## src/rtl/baton_beat_scheduler_if.sv

```systemverilog
// Interface bundle between the baton tracker side and the beat scheduler.
// The master drives the control/tracker inputs; the slave (scheduler) drives the beat outputs.
interface baton_beat_scheduler_if #(
    parameter int CNT_W = 26,
    parameter int IDX_W = 3
);
    logic             enable_in;
    logic             frame_valid_in;
    logic             beat_in;
    logic             measure_out;
    logic             beat_strobe_out;
    logic             bar_strobe_out;
    logic [IDX_W-1:0] beat_idx_out;
    logic [CNT_W-1:0] period_out;
    logic             period_valid_out;
    logic             lost_out;
    logic [1:0]       state_out;

    modport master (
        output enable_in, frame_valid_in, beat_in,
        input  measure_out, beat_strobe_out, bar_strobe_out, beat_idx_out,
               period_out, period_valid_out, lost_out, state_out
    );

    modport slave (
        input  enable_in, frame_valid_in, beat_in,
        output measure_out, beat_strobe_out, bar_strobe_out, beat_idx_out,
               period_out, period_valid_out, lost_out, state_out
    );
endinterface

```

## src/rtl/baton_beat_scheduler.sv

```systemverilog
// Turns debounced baton direction-change pulses into a conducted beat: bar position,
// averaged beat period and a lost-beat timeout, plus the tracker's measure strobe.
module baton_beat_scheduler #(
    parameter int CNT_W         = 26,
    parameter int MIN_GAP       = 6_000_000,
    parameter int TIMEOUT_CYC   = 60_000_000,
    parameter int BEATS_PER_BAR = 4,
    parameter int IDX_W         = 3
) (
    input  logic                  clk_camera_in,
    input  logic                  rst_n_in,
    baton_beat_scheduler_if.slave bus
);

    typedef enum logic [1:0] {
        S_IDLE  = 2'd0,
        S_ARM   = 2'd1,
        S_TRACK = 2'd2,
        S_LOST  = 2'd3
    } state_e;

    localparam logic [CNT_W-1:0] MIN_GAP_C  = CNT_W'(MIN_GAP);
    localparam logic [CNT_W-1:0] TIMEOUT_LC = CNT_W'(TIMEOUT_CYC - 1);
    localparam logic [CNT_W-1:0] CNT_MAX    = '1;
    localparam logic [IDX_W-1:0] IDX_LAST   = IDX_W'(BEATS_PER_BAR - 1);

    state_e           state_q, state_d;
    logic [CNT_W-1:0] cnt_q, cnt_d;
    logic [CNT_W-1:0] period_q, period_d;
    logic [IDX_W-1:0] idx_q, idx_d;
    logic             first_q, first_d;
    logic             pv_q, pv_d;
    logic             measure_q, measure_d;
    logic             beat_q, beat_d;
    logic             bar_q, bar_d;
    logic             accept;
    logic [CNT_W:0]   period_sum;

    // One extra bit keeps the running average free of overflow.
    assign period_sum = {1'b0, period_q} + {1'b0, cnt_q};

    assign accept = bus.beat_in &&
                    ((state_q == S_ARM) || (state_q == S_LOST) ||
                     ((state_q == S_TRACK) && (cnt_q >= MIN_GAP_C)));

    always_comb begin
        // NOTE: every signal gets a default before any branch so no latch is inferred.
        state_d   = state_q;
        cnt_d     = cnt_q;
        period_d  = period_q;
        idx_d     = idx_q;
        first_d   = first_q;
        pv_d      = pv_q;
        beat_d    = 1'b0;
        bar_d     = 1'b0;
        measure_d = bus.frame_valid_in && (state_q != S_IDLE);

        if (!bus.enable_in) begin
            state_d = S_IDLE;
            cnt_d   = '0;
            idx_d   = '0;
        end else begin
            unique case (state_q)
                S_IDLE: state_d = S_ARM;
                S_ARM, S_LOST: begin
                    if (accept) begin
                        state_d = S_TRACK;
                        cnt_d   = '0;
                        idx_d   = '0;
                        beat_d  = 1'b1;
                        bar_d   = 1'b1;
                        first_d = 1'b1;
                    end
                end
                S_TRACK: begin
                    if (accept) begin
                        cnt_d    = '0;
                        beat_d   = 1'b1;
                        pv_d     = 1'b1;
                        first_d  = 1'b0;
                        period_d = first_q ? cnt_q : period_sum[CNT_W:1];
                        if (idx_q == IDX_LAST) begin
                            idx_d = '0;
                            bar_d = 1'b1;
                        end else begin
                            idx_d = idx_q + 1'b1;
                        end
                    end else if (cnt_q == TIMEOUT_LC) begin
                        // A beat on the timeout cycle takes the branch above instead.
                        state_d = S_LOST;
                        cnt_d   = '0;
                    end else if (cnt_q != CNT_MAX) begin
                        cnt_d = cnt_q + 1'b1;
                    end
                end
                default: state_d = S_IDLE;
            endcase
        end
    end

    // NOTE: state flops use non-blocking assignments and an async active-low reset.
    always_ff @(posedge clk_camera_in or negedge rst_n_in) begin
        if (!rst_n_in) begin
            state_q   <= S_IDLE;
            cnt_q     <= '0;
            period_q  <= '0;
            idx_q     <= '0;
            first_q   <= 1'b1;
            pv_q      <= 1'b0;
            measure_q <= 1'b0;
            beat_q    <= 1'b0;
            bar_q     <= 1'b0;
        end else begin
            state_q   <= state_d;
            cnt_q     <= cnt_d;
            period_q  <= period_d;
            idx_q     <= idx_d;
            first_q   <= first_d;
            pv_q      <= pv_d;
            measure_q <= measure_d;
            beat_q    <= beat_d;
            bar_q     <= bar_d;
        end
    end

    assign bus.measure_out      = measure_q;
    assign bus.beat_strobe_out  = beat_q;
    assign bus.bar_strobe_out   = bar_q;
    assign bus.beat_idx_out     = idx_q;
    assign bus.period_out       = period_q;
    assign bus.period_valid_out = pv_q;
    assign bus.lost_out         = (state_q == S_LOST);
    assign bus.state_out        = state_q;

endmodule

```

## src/flat_wrapper.sv

```systemverilog
// flat-port wrapper written by rule: the top's interface ports become plain ports
module baton_beat_scheduler_flat 
#(
    parameter int CNT_W         = 26,
    parameter int MIN_GAP       = 6_000_000,
    parameter int TIMEOUT_CYC   = 60_000_000,
    parameter int BEATS_PER_BAR = 4,
    parameter int IDX_W         = 3
)
  (clk_camera_in, rst_n_in, bus_enable_in, bus_frame_valid_in, bus_beat_in, bus_measure_out, bus_beat_strobe_out, bus_bar_strobe_out, bus_beat_idx_out, bus_period_out, bus_period_valid_out, bus_lost_out, bus_state_out);
  baton_beat_scheduler_if #(.CNT_W(CNT_W), .IDX_W(IDX_W)) bus_i ();
  input  logic clk_camera_in;
  input  logic rst_n_in;
  input wire logic [$bits(bus_i.enable_in)-1:0] bus_enable_in;
  input wire logic [$bits(bus_i.frame_valid_in)-1:0] bus_frame_valid_in;
  input wire logic [$bits(bus_i.beat_in)-1:0] bus_beat_in;
  output wire logic [$bits(bus_i.measure_out)-1:0] bus_measure_out;
  output wire logic [$bits(bus_i.beat_strobe_out)-1:0] bus_beat_strobe_out;
  output wire logic [$bits(bus_i.bar_strobe_out)-1:0] bus_bar_strobe_out;
  output wire logic [$bits(bus_i.beat_idx_out)-1:0] bus_beat_idx_out;
  output wire logic [$bits(bus_i.period_out)-1:0] bus_period_out;
  output wire logic [$bits(bus_i.period_valid_out)-1:0] bus_period_valid_out;
  output wire logic [$bits(bus_i.lost_out)-1:0] bus_lost_out;
  output wire logic [$bits(bus_i.state_out)-1:0] bus_state_out;
  assign bus_i.enable_in = bus_enable_in;
  assign bus_i.frame_valid_in = bus_frame_valid_in;
  assign bus_i.beat_in = bus_beat_in;
  assign bus_measure_out = bus_i.measure_out;
  assign bus_beat_strobe_out = bus_i.beat_strobe_out;
  assign bus_bar_strobe_out = bus_i.bar_strobe_out;
  assign bus_beat_idx_out = bus_i.beat_idx_out;
  assign bus_period_out = bus_i.period_out;
  assign bus_period_valid_out = bus_i.period_valid_out;
  assign bus_lost_out = bus_i.lost_out;
  assign bus_state_out = bus_i.state_out;
  baton_beat_scheduler #(.CNT_W(CNT_W), .MIN_GAP(MIN_GAP), .TIMEOUT_CYC(TIMEOUT_CYC), .BEATS_PER_BAR(BEATS_PER_BAR), .IDX_W(IDX_W)) u_core (.clk_camera_in(clk_camera_in), .rst_n_in(rst_n_in), .bus(bus_i));
endmodule
```

## config.mk

```make
export PLATFORM = sky130hd
export DESIGN_NAME = baton_beat_scheduler_flat
export DESIGN_NICKNAME = d
export VERILOG_FILES = /design/src/rtl/baton_beat_scheduler_if.sv /design/src/rtl/baton_beat_scheduler.sv /design/src/flat_wrapper.sv
export SDC_FILE = /design/constraint.sdc
export NUM_CORES = 1
export LEC_CHECK = 0
export ABC_AREA = 1
export CORE_UTILIZATION = 50
export DETAILED_ROUTE_END_ITERATION = 10
export GPL_ROUTABILITY_DRIVEN = 0
export PLACE_DENSITY = 0.78
export SYNTH_ARGS = -nofsm -noshare
export SYNTH_HDL_FRONTEND = slang
export SYNTH_SLANG_ARGS = --single-unit
```

## constraint.sdc

```tcl
create_clock -name clk_camera_in -period 3.7 [get_ports clk_camera_in]
set_clock_uncertainty 0.1 [all_clocks]
set_input_delay 0.555 -clock clk_camera_in [delete_from_list [all_inputs] [get_ports clk_camera_in]]
set_output_delay 0.555 -clock clk_camera_in [all_outputs]
set_load 0.02 [all_outputs]
```

======== After elaboration in Yosys (flattened, before gate mapping) ========
Cells that the tools add are included.
W data, S select, Z words.
storage, ports and cells
  output and inout port bits .............. 36
  word-level logic and storage cells ...... 69
  bits of input ports ..................... 5
  flip-flop bits (word level) ............. 62
operators by class
  add/subtract/negate cells ............... 3
  magnitude comparators ................... 1
  equal/unequal tests ..................... 14
  reduce and logical (&&, ||, !) cells .... 15
  muxes and demuxes ....................... 27
operators with widths
  kind                     count
  $mux W26                 6
  $pmux W26 S2             1
  $add A26 B26 Y27         1
  $add A26 B1 Y26 const B  1
  $eq A26 B26 Y1 const B   1
  $ge A26 B23 Y1 const B   1
  $ne A26 B26 Y1 const B   1
  $mux W3                  4
  $reduce_and A3 Y1        4
  $mux W1                  8
  $mux W2                  4
  $ne A3 B2 Y1 const B     2
  $ne A3 B3 Y1 const B     2
  $pmux W2 S3              1
  $pmux W3 S2              1
  $ne A5 B4 Y1 const B     1
  $eq A2 B2 Y1 const B     2
  $ne A2 B1 Y1 const B     2
  $pmux W1 S2              2
  $reduce_and A4 Y1        1
  $reduce_bool A2 Y1       2
  $add A3 B1 Y3 const B    1
  $eq A3 B2 Y1 const B     1
  $logic_and A1 B1 Y1      3
  6 further kinds          7

======== Logic depth before layout (Yosys ltp) ========
  depth after elaboration ................. 7
  depth in mapped cells ................... 15
  depth with buffers taken out ............ 13

======== Least setup slack after synthesis ========
OpenSTA, ideal clock, no wires.
  kind .................................... flip-flop to flip-flop
  from .................................... register u_core.period_q[1], in the netlist u_core.bus.period_out[1]
  to ...................................... register u_core.period_q[19], in the netlist u_core.bus.period_out[19]
  arrival ................................. 1.769 ns
  setup time .............................. 0.117 ns
  slack ................................... 1.715 ns
  buffers on the path ..................... 0
  data required time ...................... 3.483 ns
  stages on the path, launching flop included .. 13
  period minus slack after synthesis ...... 1.985 ns
  path through ............................ dfrtp_1 -> inv_1 -> fa_1 -> inv_1 -> nand3_1 -> nand3_1 -> nand2_1 -> nor2_1 -> nand2_1 -> nand4_1 -> nand3_1 -> nand2_1 -> nand2_1
on the way
  word-level cells in the longest chain between the ends .. 2
ends and longest elaborated chain
  what                      line                         source
  start: declaration        baton_beat_scheduler.sv:29   logic [CNT_W-1:0] period_q, period_d;
  start signal: assignment  baton_beat_scheduler.sv:116  period_q <= period_d;
  $add A26 B26 Y27          baton_beat_scheduler.sv:40   assign period_sum = {1'b0, period_q} + {1'b0, cnt_q};
  $mux W26                  baton_beat_scheduler.sv:81   period_d = first_q ? cnt_q : period_sum[CNT_W:1];
Every way passes these cells.
A chain may end at the register's enable or synchronous reset.

======== Worst setup path after layout ========
  from .................................... register u_core.cnt_q[0]
  to ...................................... register u_core.cnt_q[17]
on the way
  word-level cells in the longest chain between the ends .. 7
  elaborated cells on any way between the ends .. 15
  those cells by class .................... 1 x add/sub; 1 x order compare; 4 x eq/ne; 5 x mux; 4 x reduce/logical
ends and longest elaborated chain
  what                                                                     line                         source
  start: declaration                                                       baton_beat_scheduler.sv:28   logic [CNT_W-1:0] cnt_q, cnt_d;
  start signal: assignment                                                 baton_beat_scheduler.sv:115  cnt_q <= cnt_d;
  parallel branches: the longest is 7 deep, another holds $add A26 B1 Y26  -
Parallel ways; which one is timed is not known. The select of a mux whose other input is x is not followed.

==> flow_summary.json <==
{
  "grt_setup_unrepaired": "no",
  "ys_ff_latch": 62,
  "grt_antenna_before_repair": 0,
  "area_growth_pct": 12.7,
  "cp_max_fo": 39,
  "numClockSinks": 62,
  "violations": "hold timing",
  "dieArea_um2": 11600,
  "synth_nets": 949,
  "placementRows": 38,
  "ioPinCount": 41,
  "multi_input_area_um2": 3360,
  "ir_drop_v": 0.000212,
  "hp-class": "input port to async pin",
  "crit_type": "flip-flop to flip-flop",
  "insertion_delay_ns": 0.37,
  "cts_buffers": 9,
  "worstPathCellList": "ha_1 -> nand3_1 -> inv_2 -> nand2_4 -> nor2_2 -> nand2_2 -> nand2_1 -> nor2_2 -> nand2_2 -> nand3_2 -> nand2_1 -> o21ai_2",
  "max_stage_delay_ns": 0.70,
  "path_buf_inv": 1,
  "die_h_um": 108,
  "finalWorstPathRequiredPeriod_ns": 2.82,
  "wl_per_cell_um": 14.1,
  "p_total_mw": 2.48,
  "async_flop_share": 1.00,
  "dr.first_iter.drc_count": 403,
  "vias_per_cell": 5.23,
  "ys_warn_count": 0,
  "clockRootBuffer": "clkbuf_8",
  "htreeDepth": 3,
  "hold_violations": 12,
  "diodes": 0,
  "grt_max_degree": 47,
  "post_cts_buffers": 0,
  "setup_viol": 0,
  "nNetsFinal": 987,
  "register_area_um2": 1550,
  "ant_nets": 0,
  "slew_viol_final": 0,
  "cts.clk_slew.worst_paths_ns": 0.09,
  "syn_area_um2": 5580,
  "crit_family": "simple AND/OR/NAND/NOR gates",
  "dpl.hpwl_um": 11800,
  "cap_violations": 0,
  "fin_hold_ws_ns": -0.0122,
  "finalWirelength_um": 15500,
  "cts_max_path_buffers": 2,
  "leakagePower_nw": 3.25,
  "synth_flop_cell": "dfrtp_1",
  "grt_pass1_vias": 5327,
  "fin_tns_setup_ns": 0,
  "initial_core_util": 0.514,
  "grt_pass1_wl_um": 25600,
  "fmax_mhz": 355,
  "synth_cell_types": 41,
  "core_um2": 10800,
  "power_density_nw_per_um2": 395,
  "maxSlewHeadroom": 0.261,
  "netlist_instances": 915,
  "gr-total-overflow": 0,
  "layout-drive-gt1-share": 0.0689,
  "worst_pin_slew_ns": 1.11,
  "die_x_um": 108,
  "drcViolationCount": 0,
  "status": "complete, but fails checks",
  "io_buffer_count": 40,
  "vias": 5744,
  "synth_edf_count": 0,
  "final_cell_mix": "334 x nand2_1, 143 x inv_1, 91 x nor2_1, 61 x dfrtp_1, 59 x nand3_1",
  "cts_tree": "done",
  "crit_slowest_cell": "nand3_2",
  "final_common_cell": "nand2_1",
  "worstPathArrival_ns": 2.95,
  "fillCellCount": 1071,
  "track_usage": 0.287,
  "drt_first_pass_iters": 7,
  "required_ns": 3.83,
  "fin_crit_sh": 0.762,
  "syn_area_per_cell_um2": 6.09,
  "crit_path_end_kind": "flip-flop",
  "hold_buffers": 0,
  "synth.yosys.seq_area_share": 0.278,
  "cp-start-kind": "flip-flop",
  "ctsResizeCount": 0
}
-- per-layer routing --
metal,global-route usage,vias up,wire [µm]
met1,0.369,2574,6690
met2,0.489,204,7420
met5,0,-,0
met4,0.110,0,319
met3,0.0351,25,1080
li1,-,2941,-
-- sequential cells by signal, indices dropped and copies added (netlist names) --
name,cells
u_core.bus.bar_strobe_out,1
u_core.bus.beat_idx_out,3
u_core.bus.beat_strobe_out,1
u_core.bus.measure_out,1
u_core.bus.period_out,26
u_core.bus.period_valid_out,1
u_core.bus.state_out,2
u_core.cnt_q,26
u_core.first_q,1
-- worst register-to-register path, cell delays in order (launching register included) --
cell     delay, ns
dfrtp_1       0.49
ha_1          0.28
nand3_1       0.13
inv_2         0.12
nand2_4       0.08
nor2_2        0.12
nand2_2       0.07
nand2_1       0.08
nor2_2        0.05
nand2_2       0.06
nand3_2       0.70
nand2_1       0.31
o21ai_2       0.08
-- Yosys cell counts, drive strengths merged (2+ instances only) --
master	instances	area share
nor2	96	0.069
dfrtp	61	0.27
clkbuf	7	0.0047
nor3	8	0.0081
xnor2	2	0.0031
a21boi	8	0.011
nand2	346	0.24
nand4	20	0.022
nand3b	3	0.0040
ha	28	0.063
inv	148	0.10
and2	2	0.0022
o21ai	52	0.053
xor2	12	0.019
buf	11	0.014
o21bai	3	0.0040
a21oi	31	0.028
or2	7	0.0079
nand3	62	0.058
-- cell families after synthesis --
logic type	synth area share
adders and majority gates	0.0664
xor gates and xnor gates	0.0220
buffers and inverters	0.119
and+or+nand+nor	0.412
DFF	0.278
AOI/OAI and AO/OA	0.102
-- cell type report --
class | instances | share of cell area
Tap cell | 140 | 0.0279
Timing Repair Buffer | 45 | 0.0689
Inverter | 149 | 0.0890
Multi-Input combinational cell | 686 | 0.535
Sequential cell | 62 | 0.247
Clock buffer | 9 | 0.0197
Clock inverter | 7 | 0.0129
-- per-stage QoR --
step                      instance area [µm²]  instances  worst slack, ns   util  hold WS [ns]
after CTS                                6280       1098            0.874  0.580       0.00556
after global routing                     6280       1098            0.601  0.580        0.0181
after floorplan                          5580        915             1.71      -         0.159
after global placement                   6080       1082            0.838  0.561         0.357
final                                    6280       1098            0.880  0.580       -0.0122
after detailed placement                 6080       1082            0.765  0.561         0.353
-- path summary, 6_finish.rpt --
| path | from | end | slack, ns | cells past startpoint |
|---|---|---|---|---|
| worst max-delay path | u_core.cnt_q[0] | u_core.cnt_q[17] | 0.88 | 12 |
| worst min-delay path | rst_n_in | u_core.cnt_q[0] | -0.01 | 1 |
| worst max register to register | u_core.cnt_q[0] | u_core.cnt_q[17] | 0.88 | 12 |
| worst min register to register | u_core.bus.period_valid_out | u_core.bus.period_valid_out | 0.37 | 1 |
| max in group asynchronous | rst_n_in | u_core.bus.period_out[13] | 2.56 | 2 |
| min in group clk_camera_in | u_core.bus.period_valid_out | u_core.bus.period_valid_out | 0.37 | 1 |
-- report_power, final --
part	internal, mW	leakage, nW	total [mW]	switching [mW]
logic	0.355	2.31	0.927	0.572
registers	0.777	0.827	0.901	0.123
clock network	0.322	0.106	0.653	0.332
total	1.45	3.25	2.48	1.03
(Power assumes the default switching activity.)
